==> config.mk <==
export PLATFORM = sky130hd
export DESIGN_NAME = aes192_round_key_store_flat
export DESIGN_NICKNAME = d
export VERILOG_FILES = /design/src/rtl/aes_pkg.sv /design/src/rtl/aes192_round_key_store_if.sv /design/src/rtl/aes_rk_regfile.sv /design/src/rtl/aes192_round_key_store.sv /design/src/flat_wrapper.sv
export SDC_FILE = /design/constraint.sdc
export NUM_CORES = 2
export LEC_CHECK = 0
export BUFFER_PORTS_ARGS = -buffer_cell sky130_fd_sc_hd__buf_2
export CAP_MARGIN = 20
export CORE_MARGIN = 4
export CORE_UTILIZATION = 35
export CTS_BUF_LIST = sky130_fd_sc_hd__clkbuf_4
export DETAILED_ROUTE_END_ITERATION = 8
export PLACE_DENSITY = 0.49
export SLEW_MARGIN = 15
export SYNTH_ARGS = -nofsm -noshare
export SYNTH_HDL_FRONTEND = slang
export SYNTH_HIERARCHICAL = 1
export SYNTH_SLANG_ARGS = --single-unit
==> constraint.sdc <==
create_clock -name clk -period 21.5 [get_ports clk]
set_input_delay 6.45 -clock clk [delete_from_list [all_inputs] [get_ports clk]]
set_output_delay 6.45 -clock clk [all_outputs]
set_load 0.005 [all_outputs]
==> src/rtl/aes_pkg.sv <==
// aes_pkg: shared AES-192 round-key constants, types and store FSM states
package aes_pkg;
  localparam int AES192_NR = 12;
  localparam int AES192_NUM_RK = AES192_NR + 1;
  typedef logic [127:0] rk_t;
  typedef enum logic [1:0] {EMPTY, FILL, READY, STREAM} rks_state_t;
endpackage

==> src/rtl/aes192_round_key_store_if.sv <==
// aes192_round_key_store_if: key-fill and round-key replay stream signals
interface aes192_round_key_store_if;
  import aes_pkg::*;
  logic       key_load;
  rk_t        sk_in;
  logic       sk_valid;
  logic       key_ready;
  logic       stream_start;
  logic       stream_dec;
  rk_t        rk_out;
  logic [3:0] rk_idx;
  logic       rk_valid;
  logic       rk_last;
  logic       rk_ready;
  logic       busy;
  logic       err;
  modport master (
    output key_load, sk_in, sk_valid, stream_start, stream_dec, rk_ready,
    input  key_ready, rk_out, rk_idx, rk_valid, rk_last, busy, err
  );
  modport slave (
    input  key_load, sk_in, sk_valid, stream_start, stream_dec, rk_ready,
    output key_ready, rk_out, rk_idx, rk_valid, rk_last, busy, err
  );
endinterface

==> src/rtl/aes_rk_regfile.sv <==
// aes_rk_regfile: round-key storage, one synchronous write port, one asynchronous read port
module aes_rk_regfile
  import aes_pkg::*;
#(
  parameter int NUM_RK = AES192_NUM_RK,
  parameter int W = $bits(rk_t)
) (
  input  logic                      clk,
  input  logic                      we,
  input  logic [$clog2(NUM_RK)-1:0] waddr,
  input  logic [W-1:0]              wdata,
  input  logic [$clog2(NUM_RK)-1:0] raddr,
  output logic [W-1:0]              rdata
);
  logic [W-1:0] mem [NUM_RK];
  always_ff @(posedge clk)
    if (we) mem[waddr] <= wdata;
  assign rdata = mem[raddr];
endmodule

==> src/rtl/aes192_round_key_store.sv <==
// aes192_round_key_store: captures 13 AES-192 round keys and replays them forward or reverse
module aes192_round_key_store
  import aes_pkg::*;
(
  input logic clk,
  input logic reset,
  aes192_round_key_store_if.slave io
);
  rks_state_t state, state_n;
  logic [3:0] cnt, ptr, raddr, waddr, nxt;
  logic dec, dir, we, start, xfer, fill_wr, ld;
  rk_t rdata;
  aes_rk_regfile u_rf (
    .clk(clk), .we(we), .waddr(waddr), .wdata(io.sk_in), .raddr(raddr), .rdata(rdata)
  );
  // ptr always names the next entry to present; raddr swaps to the first entry on start
  always_comb begin
    start = state == READY && io.stream_start;
    xfer = io.rk_valid && io.rk_ready;
    fill_wr = state == FILL && io.sk_valid;
    ld = start || (state == STREAM && xfer && !io.rk_last);
    we = reset && io.sk_valid && (io.key_load || state == FILL);
    waddr = io.key_load ? '0 : cnt;
    dir = start ? io.stream_dec : dec;
    raddr = start ? (io.stream_dec ? 4'(AES192_NR) : '0) : ptr;
    nxt = dir ? raddr - 4'd1 : raddr + 4'd1;
    state_n = io.key_load ? FILL :
              (fill_wr && cnt == 4'(AES192_NR)) ? READY :
              start ? STREAM :
              (state == STREAM && xfer && io.rk_last) ? READY : state;
  end
  assign io.busy = state == FILL || state == STREAM;
  always_ff @(posedge clk)
    if (!reset) state <= EMPTY;
    else state <= state_n;
  always_ff @(posedge clk)
    if (!reset) begin
      cnt <= '0;
      ptr <= '0;
      dec <= 1'b0;
      io.key_ready <= 1'b0;
      io.rk_out <= '0;
      io.rk_idx <= '0;
      io.rk_valid <= 1'b0;
      io.rk_last <= 1'b0;
      io.err <= 1'b0;
    end else if (io.key_load) begin
      cnt <= {3'b0, io.sk_valid};
      io.key_ready <= 1'b0;
      io.rk_valid <= 1'b0;
      io.rk_last <= 1'b0;
      io.err <= 1'b0;
    end else begin
      io.err <= (io.sk_valid && state != FILL) || (io.stream_start && state != READY);
      if (fill_wr) cnt <= cnt + 4'd1;
      if (fill_wr && cnt == 4'(AES192_NR)) io.key_ready <= 1'b1;
      if (start) dec <= io.stream_dec;
      if (ld) begin
        io.rk_out <= rdata;
        io.rk_idx <= raddr;
        io.rk_valid <= 1'b1;
        io.rk_last <= raddr == (dir ? 4'd0 : 4'(AES192_NR));
        ptr <= nxt;
      end else if (xfer) begin
        io.rk_valid <= 1'b0;
        io.rk_last <= 1'b0;
      end
    end
endmodule
==> src/flat_wrapper.sv <==
// flat-port wrapper written by rule: the top's interface ports become plain ports
module aes192_round_key_store_flat import aes_pkg::*;
  (clk, reset, io_key_load, io_sk_in, io_sk_valid, io_stream_start, io_stream_dec, io_rk_ready, io_key_ready, io_rk_out, io_rk_idx, io_rk_valid, io_rk_last, io_busy, io_err);
  aes192_round_key_store_if io_i ();
  input logic clk;
  input logic reset;
  input wire logic [$bits(io_i.key_load)-1:0] io_key_load;
  input wire logic [$bits(io_i.sk_in)-1:0] io_sk_in;
  input wire logic [$bits(io_i.sk_valid)-1:0] io_sk_valid;
  input wire logic [$bits(io_i.stream_start)-1:0] io_stream_start;
  input wire logic [$bits(io_i.stream_dec)-1:0] io_stream_dec;
  input wire logic [$bits(io_i.rk_ready)-1:0] io_rk_ready;
  output wire logic [$bits(io_i.key_ready)-1:0] io_key_ready;
  output wire logic [$bits(io_i.rk_out)-1:0] io_rk_out;
  output wire logic [$bits(io_i.rk_idx)-1:0] io_rk_idx;
  output wire logic [$bits(io_i.rk_valid)-1:0] io_rk_valid;
  output wire logic [$bits(io_i.rk_last)-1:0] io_rk_last;
  output wire logic [$bits(io_i.busy)-1:0] io_busy;
  output wire logic [$bits(io_i.err)-1:0] io_err;
  assign io_i.key_load = io_key_load;
  assign io_i.sk_in = io_sk_in;
  assign io_i.sk_valid = io_sk_valid;
  assign io_i.stream_start = io_stream_start;
  assign io_i.stream_dec = io_stream_dec;
  assign io_i.rk_ready = io_rk_ready;
  assign io_key_ready = io_i.key_ready;
  assign io_rk_out = io_i.rk_out;
  assign io_rk_idx = io_i.rk_idx;
  assign io_rk_valid = io_i.rk_valid;
  assign io_rk_last = io_i.rk_last;
  assign io_busy = io_i.busy;
  assign io_err = io_i.err;
  aes192_round_key_store u_core (.clk(clk), .reset(reset), .io(io_i));
endmodule
==> Yosys cells after proc, flatten, opt, wreduce, memory -nomap -nowiden <==
Memory sizes are Yosys's and may differ from the RTL's. A register that Yosys moved wholly into a read port is not among the register bits.
Index checks and enable logic that the tools add are counted.
{ "op_classes": {"n_shift": 0, "div": 0, "add_sub_neg": 3, "mul": 0, "n_reduce_logical": 23, "bitwise": 2, "eq_ne": 7, "n_mux": 17, "n_lt_le_gt_ge": 0} }
{ "ops": {"columns": ["operator", "n"], "rows": [
  ["$mux W4", 5],
  ["$logic_and A1 B1 Y1", 11],
  ["$mux W1", 9],
  ["$add A4 B1 Y4 const B", 2],
  ["$mux W2", 3],
  ["$eq A2 B2 Y1 const B", 2],
  ["$eq A4 B4 Y1", 1],
  ["$eq A4 B4 Y1 const B", 1],
  ["$logic_or A1 B1 Y1", 4],
  ["$reduce_bool A2 Y1", 2],
  ["$reduce_bool A4 Y1", 1],
  ["$sub A4 B1 Y4 const B", 1],
  ["$reduce_bool A3 Y1", 1],
  ["$eq A2 B1 Y1 const B", 1],
  ["$logic_not A1 Y1", 2],
  ["$ne A2 B1 Y1 const B", 1],
  ["$ne A2 B2 Y1 const B", 1],
  ["$not A1 Y1", 2],
  ["$reduce_and A2 Y1", 1],
  ["$reduce_or A2 Y1", 1]
]} }
{ "word_totals": {"output_inout_bits": 137, "mem_count": 1, "mem_bits_ro": 0, "elab_cells": 64, "ram_bits": 1664, "ff_bits": 19, "inputBits": 135, "latch_bits": 0} }
{ "mem_list": {"columns": ["memory", "depth", "word_bits", "read_ports", "rd_ports_with_merged_regs", "write_ports", "line", "text"], "rows": [
  ["u_core.u_rf.mem", 13, 128, 1, 1, 1, "aes_rk_regfile.sv:15", "logic [W-1:0] mem [NUM_RK];"]
]} }

==> Logic depth before layout (Yosys ltp) <==
{ "logic_depth": {"word_depth": 7, "ltp_mapped": 12, "mapped_depth_nobuf": 8} }

==> Cells and area by module <==
The synthesis kept the hierarchy.
{ "by_module_without_submodules": {"columns": ["module", "area_per_inst_um2", "instances", "seq_area_each_um2", "cells_each"], "rows": [
  ["aes_rk_regfile", 62304.8, 1, 49967.9, 2599],
  ["aes192_round_key_store", 5760.5, 1, 2942.8, 679]
]} }

==> Worst setup path after synthesis <==
OpenSTA, ideal clock, no wires.
{ "synth_path": {"kind": "input-to-reg", "from": "input reset", "to": "memory u_core/u_rf/mem[0][0] in the netlist's numbering (enable)", "path_stages": 5, "setup_time_ns": 0.772, "t_arrival_ns": 16.451, "n_path_buf": 2, "slack_ns": 4.277, "required_ns": 20.728, "path_cell_list": "clkbuf_1 -> clkbuf_1 -> a21boi_0 -> or3b_2 -> nor3_1"} }
{ "synth_between": {"elab_chain_len": 4} }
{ "synth_rtl": {"columns": ["element", "line", "text"], "rows": [
  ["start, declared", "flat_wrapper.sv:6", "input logic reset;"],
  ["$logic_and A1 B1 Y1 (2 in a row)", "aes192_round_key_store.sv:22", "we = reset && io.sk_valid && (io.key_load || state == FILL);"],
  ["net u_core.we", "aes192_round_key_store.sv:11", "logic dec, dir, we, start, xfer, fill_wr, ld;"],
  ["$mux W1", "aes_rk_regfile.sv:17", "if (we) mem[waddr] <= wdata;"],
  ["$mux W1 (not written as such)", "aes_rk_regfile.sv:17", null],
  ["end, declared", "aes_rk_regfile.sv:15", null]
]} }
The timed path passes the listed nets, and every way through them passes these cells.

==> Worst setup path after layout <==
{ "layout_path": {"from": "input io_key_load", "to": "memory u_core/u_rf/mem[9][16] in the netlist's numbering (enable)"} }
{ "layout_between": {"elab_chain_len": 4, "word_cells_on_any_way": 5, "classes_between": "mux: 3; reduce/logical: 2"} }
{ "layout_rtl": {"columns": ["element", "line", "text"], "rows": [
  ["start, declared", "flat_wrapper.sv:7", "input wire logic [$bits(io_i.key_load)-1:0] io_key_load;"],
  ["$logic_or A1 B1 Y1", "aes192_round_key_store.sv:22", null],
  ["$logic_and A1 B1 Y1", "aes192_round_key_store.sv:22", null],
  ["net u_core.we", "aes192_round_key_store.sv:11", null],
  ["$mux W1", "aes_rk_regfile.sv:17", null],
  ["$mux W1 (not written as such)", "aes_rk_regfile.sv:17", null]
]} }
The timed path passes the listed nets, and every way through them passes these cells.

==> run metrics <==
Yosys cell types 44; post-cts resize count 0; Clock transition at path regs 0.06 ns; synthesized area 0.0681 mm^2; Final min period 9.27 ns; FFs w/ async S/R, synth 0%; Chip Width 449 um; DP Wirelength 89.0 mm; Detail Route Antenna Nets 0; DR vias/cell 5.11; Max IR drop VDD 0.0000412 V; synth warn 6; data required time of the critical path 22.41 ns; final hold vios 0; H-tree depth 5; flops & latches, synth 1811; Worst Tran Pin Value 1.05 ns; largest net degree at the start of global routing 117; Seq/Total Area, Yosys 77.7%; syn nets 3418; initial antenna violation count 56; outcome completed; # setup viols final 0; via count 34856; hold_buf cts 0; vias in the first global route 37262; TritonCTS clock tree yes; first-pass GRT wire length 259 mm; post-route insts no fill 6822; Ports 272; clk root buf clkbuf_4; drt wl/cell 26.3 um; fillers 17604; most common cell in the netlist edfxtp_1; CP endpoint kind flip-flop; total die area 0.202 mm^2; final max-slew violation count 0; synth top area cells edfxtp_1 73%, mux4_2 13%, dfxtp_1 4.3%, mux2i_1 1.9%, nand2_1 1.5%; gpl congestion 0.691; Startpoint Class primary input; Arr. time, crit path 10.18 ns; Fmax 108 MHz; Core Box Area 0.193 mm^2; Post-CTS Setup Bufs 0; setup_tns 0 ns; DRT Pass-1 Iters 5; worst-skew pair later-pin latency 1.41 ns; Power Dens Cells 87.6 mW/mm^2; Core Rows 161; Starting Density 35.3%; Mapped Cells 3278; Finished Core Util 40.6%; Crit Path Category primary input to flip-flop; share of cells above drive strength 1 34.7%; DRT iter0 DRCs 2112; Area Growth Syn to Fin 15.0%; Period Utilization, post-route 43.1%; worst r2r path cells 7; Max Cap Violations 0; IO Port Bufs 271; worst rel slew slack 30.1%; Post-Route WL 180 mm; Nets 4041; CTS Sinks 1811; syn_area_per_cell 20.8 um^2; RSZ-0062 raised after global routing no; CTS buffer count 477; Remaining DRCs 0; Leakage 24.7 nW; Die Y 449 um; leading area contributor after synthesis edfxtp_1; skew final 0.155 ns; GRT Resource Usage Total 17.6%; worst-path maximum fanout 48; Tightest Hold Check Type flip-flop to flip-flop; hold path cells 2; grt total ovfl 0; EDFF count, synth 1664; Yosys top cell area share 73.4%; Synth top cells by count 1664 x edfxtp_1, 384 x mux4_2, 277 x nand2_1; Max Root-Sink Buffers 4; Inst Count DP 5947; main flop type after synthesis edfxtp_1
-- cell type report --
cell class / count / area, um^2 / share of cell area, %
Antenna cell: 24 / 60.1 / 0.0767
Clock buffer: 708 / 5320 / 6.79
Clock inverter: 142 / 599 / 0.766
Inverter: 3 / 11.3 / 0.0144
Multi-Input combinational cell: 1271 / 14200 / 18.1
Sequential cell: 1811 / 52900 / 67.6
Tap cell: 2526 / 3160 / 4.04
Timing Repair Buffer: 337 / 2010 / 2.57
-- power breakdown --
part	switching (W)	total, W	leakage [nW]	internal, W
logic	0.0000736	0.000105	4.96	0.0000317
clock network	0.00138	0.00289	3.54	0.00151
registers	0.00000364	0.00386	16.2	0.00386
total	0.00146	0.00686	24.7	0.00540
-- per-stage QoR --
| step | setup WS, ns | hold WS [ns] | power [W] | area [um^2] |
|---|---|---|---|---|
| finish | 12.23 | 0.450 | 0.00686 | 78300 |
| global route | 12.04 | 0.469 | 0.00718 | 78200 |
| CTS | 12.29 | 0.451 | 0.00698 | 78200 |
| detailed placement | 10.77 | 0.442 | 0.00404 | 72300 |
| global placement | 10.84 | 0.442 | 0.00404 | 72300 |
| floorplan | 4.28 | 0.444 | 0.00398 | 68100 |
-- cells by family (layout without fill, tap and decap cells) --
group	Yosys count	in the layout	share of synthesized area, %
buffers and inverters	196	1190	1.62
XOR/XNOR	4	4	0.0515
AND/OR/NAND/NOR	340	340	2.08
other	0	24	0
flip-flops	1811	1811	77.7
multiplexers	512	512	14.6
adder cells (fa/ha/maj)	5	5	0.103
AO/OA/AOI/OAI	410	410	3.82
-- registers in the layout, summed over array words and instances (netlist names) --
signal	flops
u_core/io.err	1
u_core/io.rk_valid	1
u_core/state	2
u_core/io.rk_out	128
u_core/u_rf/mem	1664
u_core/dec	1
u_core/io.rk_last	1
u_core/ptr	4
u_core/io.rk_idx	4
u_core/io.key_ready	1
u_core/cnt	4
-- placed cells by master, fill, tap and decap left out, types with 20 or more instances in the layout --
| master | count |
|---|---|
| edfxtp_1 | 1664 |
| a21oi_1 | 135 |
| buf_4 | 54 |
| a21boi_1 | 104 |
| diode_2 | 24 |
| a21boi_0 | 28 |
| o22ai_1 | 128 |
| dfxtp_1 | 147 |
| clkinv_1 | 113 |
| nand2_1 | 275 |
| mux2i_1 | 128 |
| buf_2 | 270 |
| mux4_2 | 384 |
| clkinv_2 | 20 |
| clkbuf_4 | 708 |
-- critical path: stages --
cell	delay (ns)
buf_2	0.24
nand2_1	0.11
a21boi_0	0.34
nand3b_1	0.35
nor2_4	0.18
buf_4	0.79
buf_4	0.73
buf_4	0.88
-- routing by layer --
layer / vias up / GRT usage (%) / share of wire [%]
met3: 375 / 4.04 / 4.8
met2: 982 / 30.4 / 51
met4: 10 / 5.45 / 2.5
met1: 18429 / 22.1 / 42
met5: - / 0 / 0.032
li1: 15060 / - / -
-- worst paths after layout --
kind                                                         start                                  to  slack (ns)
worst max-delay path                                   io_key_load    u_core/u_rf/mem[9][16]$_DFFE_PP_       12.23
worst min-delay path            u_core/io.rk_out[111]$_SDFFE_PN0P_  u_core/io.rk_out[111]$_SDFFE_PN0P_        0.45
worst max register to register        u_core/state[0]$_SDFFE_PN0P_    u_core/u_rf/mem[9][16]$_DFFE_PP_       16.86
worst min register to register  u_core/io.rk_out[111]$_SDFFE_PN0P_  u_core/io.rk_out[111]$_SDFFE_PN0P_        0.45
Note: power is estimated with default switching activity, not from simulation.
